File: src/rtl/usb3_fx3_pkg.sv
// Shared definitions for the USB3 / FX3 slave-FIFO datapath: controller
// state encoding, FX3 flag timing and default DMA buffer depths.
package usb3_fx3_pkg;

  typedef enum logic [2:0] {
    IDLE  = 3'd0,
    ADDR  = 3'd1,
    WRITE = 3'd2,
    PAUSE = 3'd3,
    ZLP   = 3'd4
  } fx3_state_e;

  // PCLK cycles from the FX3 sampling SLWR# to its flag reflecting the word.
  localparam int FX3_FLAG_LATENCY = 3;
  // Smallest safe watermark: two in-flight strobes plus the flag latency.
  localparam int FX3_WM_MIN = 2 + FX3_FLAG_LATENCY;

  // DMA buffer depth in 32-bit words for SuperSpeed (1024 B) and HighSpeed (512 B).
  localparam int BUF_WORDS_USB3 = 256;
  localparam int BUF_WORDS_USB2 = 128;

  // The FX3 may only be written when neither full nor almost-full is asserted.
  function automatic logic flags_ok(input logic fa, input logic fb);
    return fa & fb;
  endfunction

endpackage

File: src/rtl/axis_fx3_slave_fifo_tx.sv
// AXI4-Stream sink driving the FX3 GPIF II synchronous slave-FIFO write port.
// Every FX3-facing output is a single register so it can be packed in an IOB.
// Build option: define FX3_ZLP_EN to follow a buffer-aligned packet with a
// zero-length packet commit; without it such packets simply auto-commit.
//
// state | meaning
// ------+---------------------------------------------------------------
// IDLE  | bus released (slcs_n=1); socket address latched on first tvalid
// ADDR  | chip selected, address settling for ADDR_SETUP cycles
// WRITE | streaming; tready follows the registered FX3 flags
// PAUSE | FX3 full or almost full; wait for both flags to clear
// ZLP   | (FX3_ZLP_EN) issue a zero-length commit after an aligned packet
module axis_fx3_slave_fifo_tx
  import usb3_fx3_pkg::*;
#(
  parameter int DQ_WIDTH    = 32,
  parameter int TDEST_WIDTH = 2,
  parameter int BUF_WORDS   = BUF_WORDS_USB3,
  parameter int ADDR_SETUP  = 2
) (
  input  logic                     aclk,
  input  logic                     aresetn,
  input  logic                     s_axis_tvalid,
  output logic                     s_axis_tready,
  input  logic [DQ_WIDTH-1:0]      s_axis_tdata,
  input  logic [DQ_WIDTH/8-1:0]    s_axis_tkeep,
  input  logic                     s_axis_tlast,
  input  logic [TDEST_WIDTH-1:0]   s_axis_tdest,
  output logic [DQ_WIDTH-1:0]      fx3_dq,
  output logic [1:0]               fx3_a,
  output logic                     fx3_slcs_n,
  output logic                     fx3_slwr_n,
  output logic                     fx3_sloe_n,
  output logic                     fx3_slrd_n,
  output logic                     fx3_pktend_n,
  input  logic                     fx3_flaga_n,
  input  logic                     fx3_flagb_n,
  output logic [15:0]              stat_pkt_cnt,
  output logic                     stat_err_partial
);

  localparam int KEEP_W = DQ_WIDTH / 8;
  localparam int CNT_W  = (BUF_WORDS > 1) ? $clog2(BUF_WORDS) : 1;
  localparam logic [CNT_W-1:0] BUF_LAST   = CNT_W'(BUF_WORDS - 1);
  localparam logic [3:0]       SETUP_LOAD = 4'(ADDR_SETUP - 1);

  fx3_state_e          state_q, state_d;
  logic                fa_q, fb_q;
  logic [1:0]          a_q, a_d;
  logic                slcs_n_q, slcs_n_d;
  logic                slwr_n_q, slwr_n_d;
  logic                pktend_n_q, pktend_n_d;
  logic [DQ_WIDTH-1:0] dq_q, dq_d;
  logic [CNT_W-1:0]    buf_cnt_q, buf_cnt_d;
  logic [3:0]          setup_q, setup_d;
  logic [15:0]         pkt_cnt_q, pkt_cnt_d;
  logic                err_q, err_d;
  logic [DQ_WIDTH-1:0] beat_dq;
  logic                beat_ok;
  logic                hs;

  // Ready depends only on registered state, so the source sees a clean timing path.
  assign beat_ok       = flags_ok(fa_q, fb_q);
  assign s_axis_tready = (state_q == WRITE) && beat_ok;
  assign hs            = s_axis_tvalid && s_axis_tready;

  // Bytes with tkeep low are driven as zero on the bus.
  always_comb begin
    beat_dq = '0;
    for (int i = 0; i < KEEP_W; i++) begin
      beat_dq[i*8 +: 8] = s_axis_tkeep[i] ? s_axis_tdata[i*8 +: 8] : 8'h00;
    end
  end

  // Next-state and next-output computation for the write sequencer.
  always_comb begin
    state_d    = state_q;
    a_d        = a_q;
    slcs_n_d   = slcs_n_q;
    slwr_n_d   = 1'b1;
    pktend_n_d = 1'b1;
    dq_d       = dq_q;
    buf_cnt_d  = buf_cnt_q;
    setup_d    = setup_q;
    pkt_cnt_d  = pkt_cnt_q;
    err_d      = err_q;

    case (state_q)
      IDLE: begin
        // A packet that just ended leaves slcs_n low; release it for a cycle
        // before selecting the next socket.
        slcs_n_d = 1'b1;
        if (s_axis_tvalid && slcs_n_q) begin
          a_d      = s_axis_tdest[1:0];
          slcs_n_d = 1'b0;
          setup_d  = SETUP_LOAD;
          state_d  = ADDR;
        end
      end

      ADDR: begin
        if (setup_q == 4'd0) begin
          state_d = beat_ok ? WRITE : PAUSE;
        end else begin
          setup_d = setup_q - 4'd1;
        end
      end

      WRITE: begin
        if (hs) begin
          dq_d     = beat_dq;
          slwr_n_d = 1'b0;
          if (!(&s_axis_tkeep)) begin
            err_d = 1'b1;
          end
          if (s_axis_tlast) begin
            buf_cnt_d = '0;
            pkt_cnt_d = pkt_cnt_q + 16'd1;
            if (buf_cnt_q != BUF_LAST) begin
              // Short packet: commit explicitly alongside the last word.
              pktend_n_d = 1'b0;
              state_d    = IDLE;
            end else begin
`ifdef FX3_ZLP_EN
              state_d = ZLP;
`else
              state_d = IDLE;
`endif
            end
          end else begin
            buf_cnt_d = (buf_cnt_q == BUF_LAST) ? '0 : buf_cnt_q + CNT_W'(1);
          end
        end else if (!beat_ok) begin
          state_d = PAUSE;
        end
      end

      PAUSE: begin
        if (beat_ok) begin
          state_d = WRITE;
        end
      end

`ifdef FX3_ZLP_EN
      ZLP: begin
        if (fa_q) begin
          pktend_n_d = 1'b0;
          state_d    = IDLE;
        end
      end
`endif

      default: begin
        state_d = IDLE;
      end
    endcase
  end

  // Register flags, FSM state and every FX3 output; reset releases the bus.
  always_ff @(posedge aclk or negedge aresetn) begin
    if (!aresetn) begin
      state_q    <= IDLE;
      fa_q       <= 1'b0;
      fb_q       <= 1'b0;
      a_q        <= 2'd0;
      slcs_n_q   <= 1'b1;
      slwr_n_q   <= 1'b1;
      pktend_n_q <= 1'b1;
      dq_q       <= '0;
      buf_cnt_q  <= '0;
      setup_q    <= 4'd0;
      pkt_cnt_q  <= 16'd0;
      err_q      <= 1'b0;
    end else begin
      state_q    <= state_d;
      fa_q       <= fx3_flaga_n;
      fb_q       <= fx3_flagb_n;
      a_q        <= a_d;
      slcs_n_q   <= slcs_n_d;
      slwr_n_q   <= slwr_n_d;
      pktend_n_q <= pktend_n_d;
      dq_q       <= dq_d;
      buf_cnt_q  <= buf_cnt_d;
      setup_q    <= setup_d;
      pkt_cnt_q  <= pkt_cnt_d;
      err_q      <= err_d;
    end
  end

  assign fx3_dq           = dq_q;
  assign fx3_a            = a_q;
  assign fx3_slcs_n       = slcs_n_q;
  assign fx3_slwr_n       = slwr_n_q;
  assign fx3_pktend_n     = pktend_n_q;
  assign fx3_sloe_n       = 1'b1;
  assign fx3_slrd_n       = 1'b1;
  assign stat_pkt_cnt     = pkt_cnt_q;
  assign stat_err_partial = err_q;

endmodule

File: config.mk
export PLATFORM = sky130hd
export DESIGN_NAME = axis_fx3_slave_fifo_tx
export DESIGN_NICKNAME = d
export VERILOG_FILES = /design/src/rtl/usb3_fx3_pkg.sv /design/src/rtl/axis_fx3_slave_fifo_tx.sv
export SDC_FILE = /design/constraint.sdc
export NUM_CORES = 1
export LEC_CHECK = 0
export BUFFER_PORTS_ARGS = -buffer_cell sky130_fd_sc_hd__buf_2
export CAP_MARGIN = 10
export CORE_ASPECT_RATIO = 0.8
export CORE_MARGIN = 4
export CORE_UTILIZATION = 54
export CTS_BUF_LIST = sky130_fd_sc_hd__clkbuf_2
export CTS_CLUSTER_DIAMETER = 150
export DETAILED_ROUTE_END_ITERATION = 10
export HOLD_SLACK_MARGIN = 0.12
export PLACE_DENSITY = 0.81
export SLEW_MARGIN = 20
export SYNTH_ARGS = -nofsm -noshare
export SYNTH_HDL_FRONTEND = slang
export SYNTH_SLANG_ARGS = --single-unit
File: constraint.sdc
create_clock -name aclk -period 4.5 [get_ports aclk]
set_input_delay 0.9 -clock aclk [delete_from_list [all_inputs] [get_ports aclk]]
set_output_delay 0.9 -clock aclk [all_outputs]
set_load 0.03 [all_outputs]
==> impl_metrics.toml <==
[power]
switchingPower_w = 0.000657
power.share.switching_pct = 38.8
intPower_w = 0.00104
pwr-share-comb_pct = 29.3
clkPwrFrac_pct = 21.3
peakVddDrop_mv = 0.263
p_per_area_nw_per_um2 = 461
p_leak_nw = 2.01
power_frac_seq_pct = 49.4

[timing]
hold_viol = 0
skew_ns = 0.0219
rsz0062_at_grt = "no"
slew_viol_final = 0
period_share_pct = 55.6
setup-tns-final_ns = 0
fin_ws_ns = 2.00
worst_pin_slew_ns = 0.776
max_freq_mhz = 399
max-slew-margin-rel_pct = 47.8
finalSetupViolations = 0
finalCriticalPeriod_ns = 2.50

[placement]
dp_hpwl_microns = 4790
place_ws_ns = 1.69
port-buffer-count = 98
routabilityCongestion = 0.828
dpl_cell_area_sq_um = 3560

[logic_synthesis]
synthSimpleGateAreaFrac_pct = 25.7
ys.flop_type = "dfrtp_1"
synth_top_area_share_pct = 55.2
synth_area_leaders = "dfrtp_1 (55%), nand2_1 (11%), nand3_1 (6.8%)"
synth_most_common_cell = "nand2_1"
synthAdderAreaFrac_pct = 1.24
synth_top_family_by_area = "simple AND/OR/NAND/NOR gates"
synth-async-reset-ratio_pct = 100
ys_warn_count = 0
syn_area_per_cell_sq_um = 9.86
synth_cell_types = 41
synth-seq-cells = 70
synth_compound_area_share_pct = 5.64
synth_xor_area_share_pct = 4.61
ys_seq_area_share_pct = 57.8
synth-edff-count = 0
synthMuxAreaShare_pct = 1.11
syn_inst = 308
ys_top_cells_by_count = "nand2_1 (87), dfrtp_1 (67), nand3_1 (41)"
synth_largest_area_cell = "dfrtp_1"
syn_area_sq_um = 3040

[final_layout]
multi_input_area_sq_um = 1170
n_fill_cell = 442
diodes = 0
design_area_sq_um = 3680
area_growth_pct = 21.1
nNetsFinal = 450
drive_gt1_share_pct = 31.1
regArea_sq_um = 1760

[grt]
grt_pass1_wl_microns = 10500
grt_pass1_vias = 2254
overflow = 0
antenna_found_initial = 0
track_usage_pct = 19.4
grt_max_degree = 48

[setup_path]
cp_data_required_time_ns = 3.60
endpoint_kind = "output port"
critPathLaunchType = "register"
critical_path_arrival_ns = 1.60
path_class = "register to output port"
path_max_fanout = 10

[floorplan]
fp.coreArea_sq_um = 5440
die_h_microns = 75.1
rows = 24
initial_utilization_pct = 55.9
die_w_microns = 91.8
io_pins = 101
dieArea_sq_um = 6890

[clock_tree]
clk_pin_slew_ns = 0.21
cts_tree = "yes"
cts_root_buffer = "clkbuf_2"
cts_buffer_depth = 2
cts_buffers = 9
htree_levels = 3
insertion_delay_ns = 0.51
clock-sinks = 70
post-cts-setup-buffers = 0
cts_hold_buffers = 0
post_cts_resized = 0

[job]
maxCapViolCount = 0

[route]
vias = 2490
routedWlPerCell_microns = 13.6
via_per_inst = 5.12
final_antenna_net_count = 0
drtIter0Drc = 156
drc = 0
firstDrtPassIters = 4
wirelength_microns = 6590

[run_status]
status = "finished, final reports clean"

[worst_hold_path]
hp-class = "primary input to async pin"
## power groups by stage
stage | combinational (W) | sequential, W | clock (W)
CTS | 0.000503 | 0.000836 | 0.000365
global placement | 0.000489 | 0.000844 | 0
finish | 0.000497 | 0.000837 | 0.000360
detailed placement | 0.000503 | 0.000849 | 0
global route | 0.000545 | 0.000855 | 0.000396
floorplan | 0.000181 | 0.00101 | 0
## worst paths after layout
kind,slack [ns],cells past startpoint,startpoint,end
min reg2reg,0.49,1,stat_pkt_cnt[15]$_DFFE_PN0P_,stat_pkt_cnt[15]$_DFFE_PN0P_
min in group aclk,0.49,1,fx3_flaga_n,fa_q$_DFF_PN0_
max reg2reg,2.25,7,state_q[0]$_DFFE_PN0P_,buf_cnt_q[6]$_DFFE_PN0P_
min,0.35,1,aresetn,fx3_dq[0]$_DFFE_PN0P_
max,2.00,3,state_q[0]$_DFFE_PN0P_,s_axis_tready
max in group asynchronous,3.35,2,aresetn,fx3_slcs_n$_DFFE_PN1P_
## stage by stage
| stage | util (%) | power, W | hold slack, ns | std cells |
|---|---|---|---|---|
| after floorplan | - | 0.00119 | 0.466 | 309 |
| after global placement | 65.4 | 0.00133 | 0.435 | 470 |
| after detailed placement | 65.4 | 0.00135 | 0.439 | 470 |
| after CTS | 67.6 | 0.00170 | 0.464 | 486 |
| after global routing | 67.7 | 0.00180 | 0.332 | 486 |
| final | 67.7 | 0.00169 | 0.347 | 486 |
## registers in the layout (all words and copies together) (netlist names)
register          cells
fb_q                  1
fx3_slwr_n            1
stat_err_partial      1
fx3_slcs_n            1
fx3_a                 2
fx3_dq               32
buf_cnt_q             8
fx3_pktend_n          1
fa_q                  1
state_q               2
stat_pkt_cnt         16
setup_q               4
## per-layer routing
layer / up-vias / part of all wire (%) / GRT usage [%]
met5: - / 0 / 0
met4: 0 / 1.1 / 6.59
li1: 1233 / - / -
met2: 65 / 48 / 31.3
met3: 9 / 5.5 / 6.19
met1: 1183 / 45 / 25.4
## worst max-delay path, stage by stage, from the launching register on
cell      delay, ns
dfrtp_1        0.53
nand4b_4       0.27
inv_1          0.11
buf_2          0.20
## cell usage in the layout, fill, tap and decap left out, types with 6 or more instances in the layout
cell type / instances
xnor2_1: 11
nor2_1: 8
nor3_1: 6
o21ai_0: 6
clkbuf_2: 9
nand3_1: 41
buf_2: 97
dfrtp_1: 67
inv_1: 6
nand2_1: 87
## area by class of cell
class                   instances  share of cell area, %
clock buffers                   9                   1.22
clock inverters                 7                   2.01
inverters                       7                  0.715
multi-input cells             215                   31.8
flip-flops and latches         70                   47.7
well taps                      78                   2.65
repair buffers                100                   13.8
## kinds of logic after synthesis
logic type,Yosys count
fa+ha+maj,3
flops,70
buf+inv,24
mux,3
compound gates,25
xor+xnor,16
simple gates,166
other cells,1
Power figures use the tool's default switching activity.
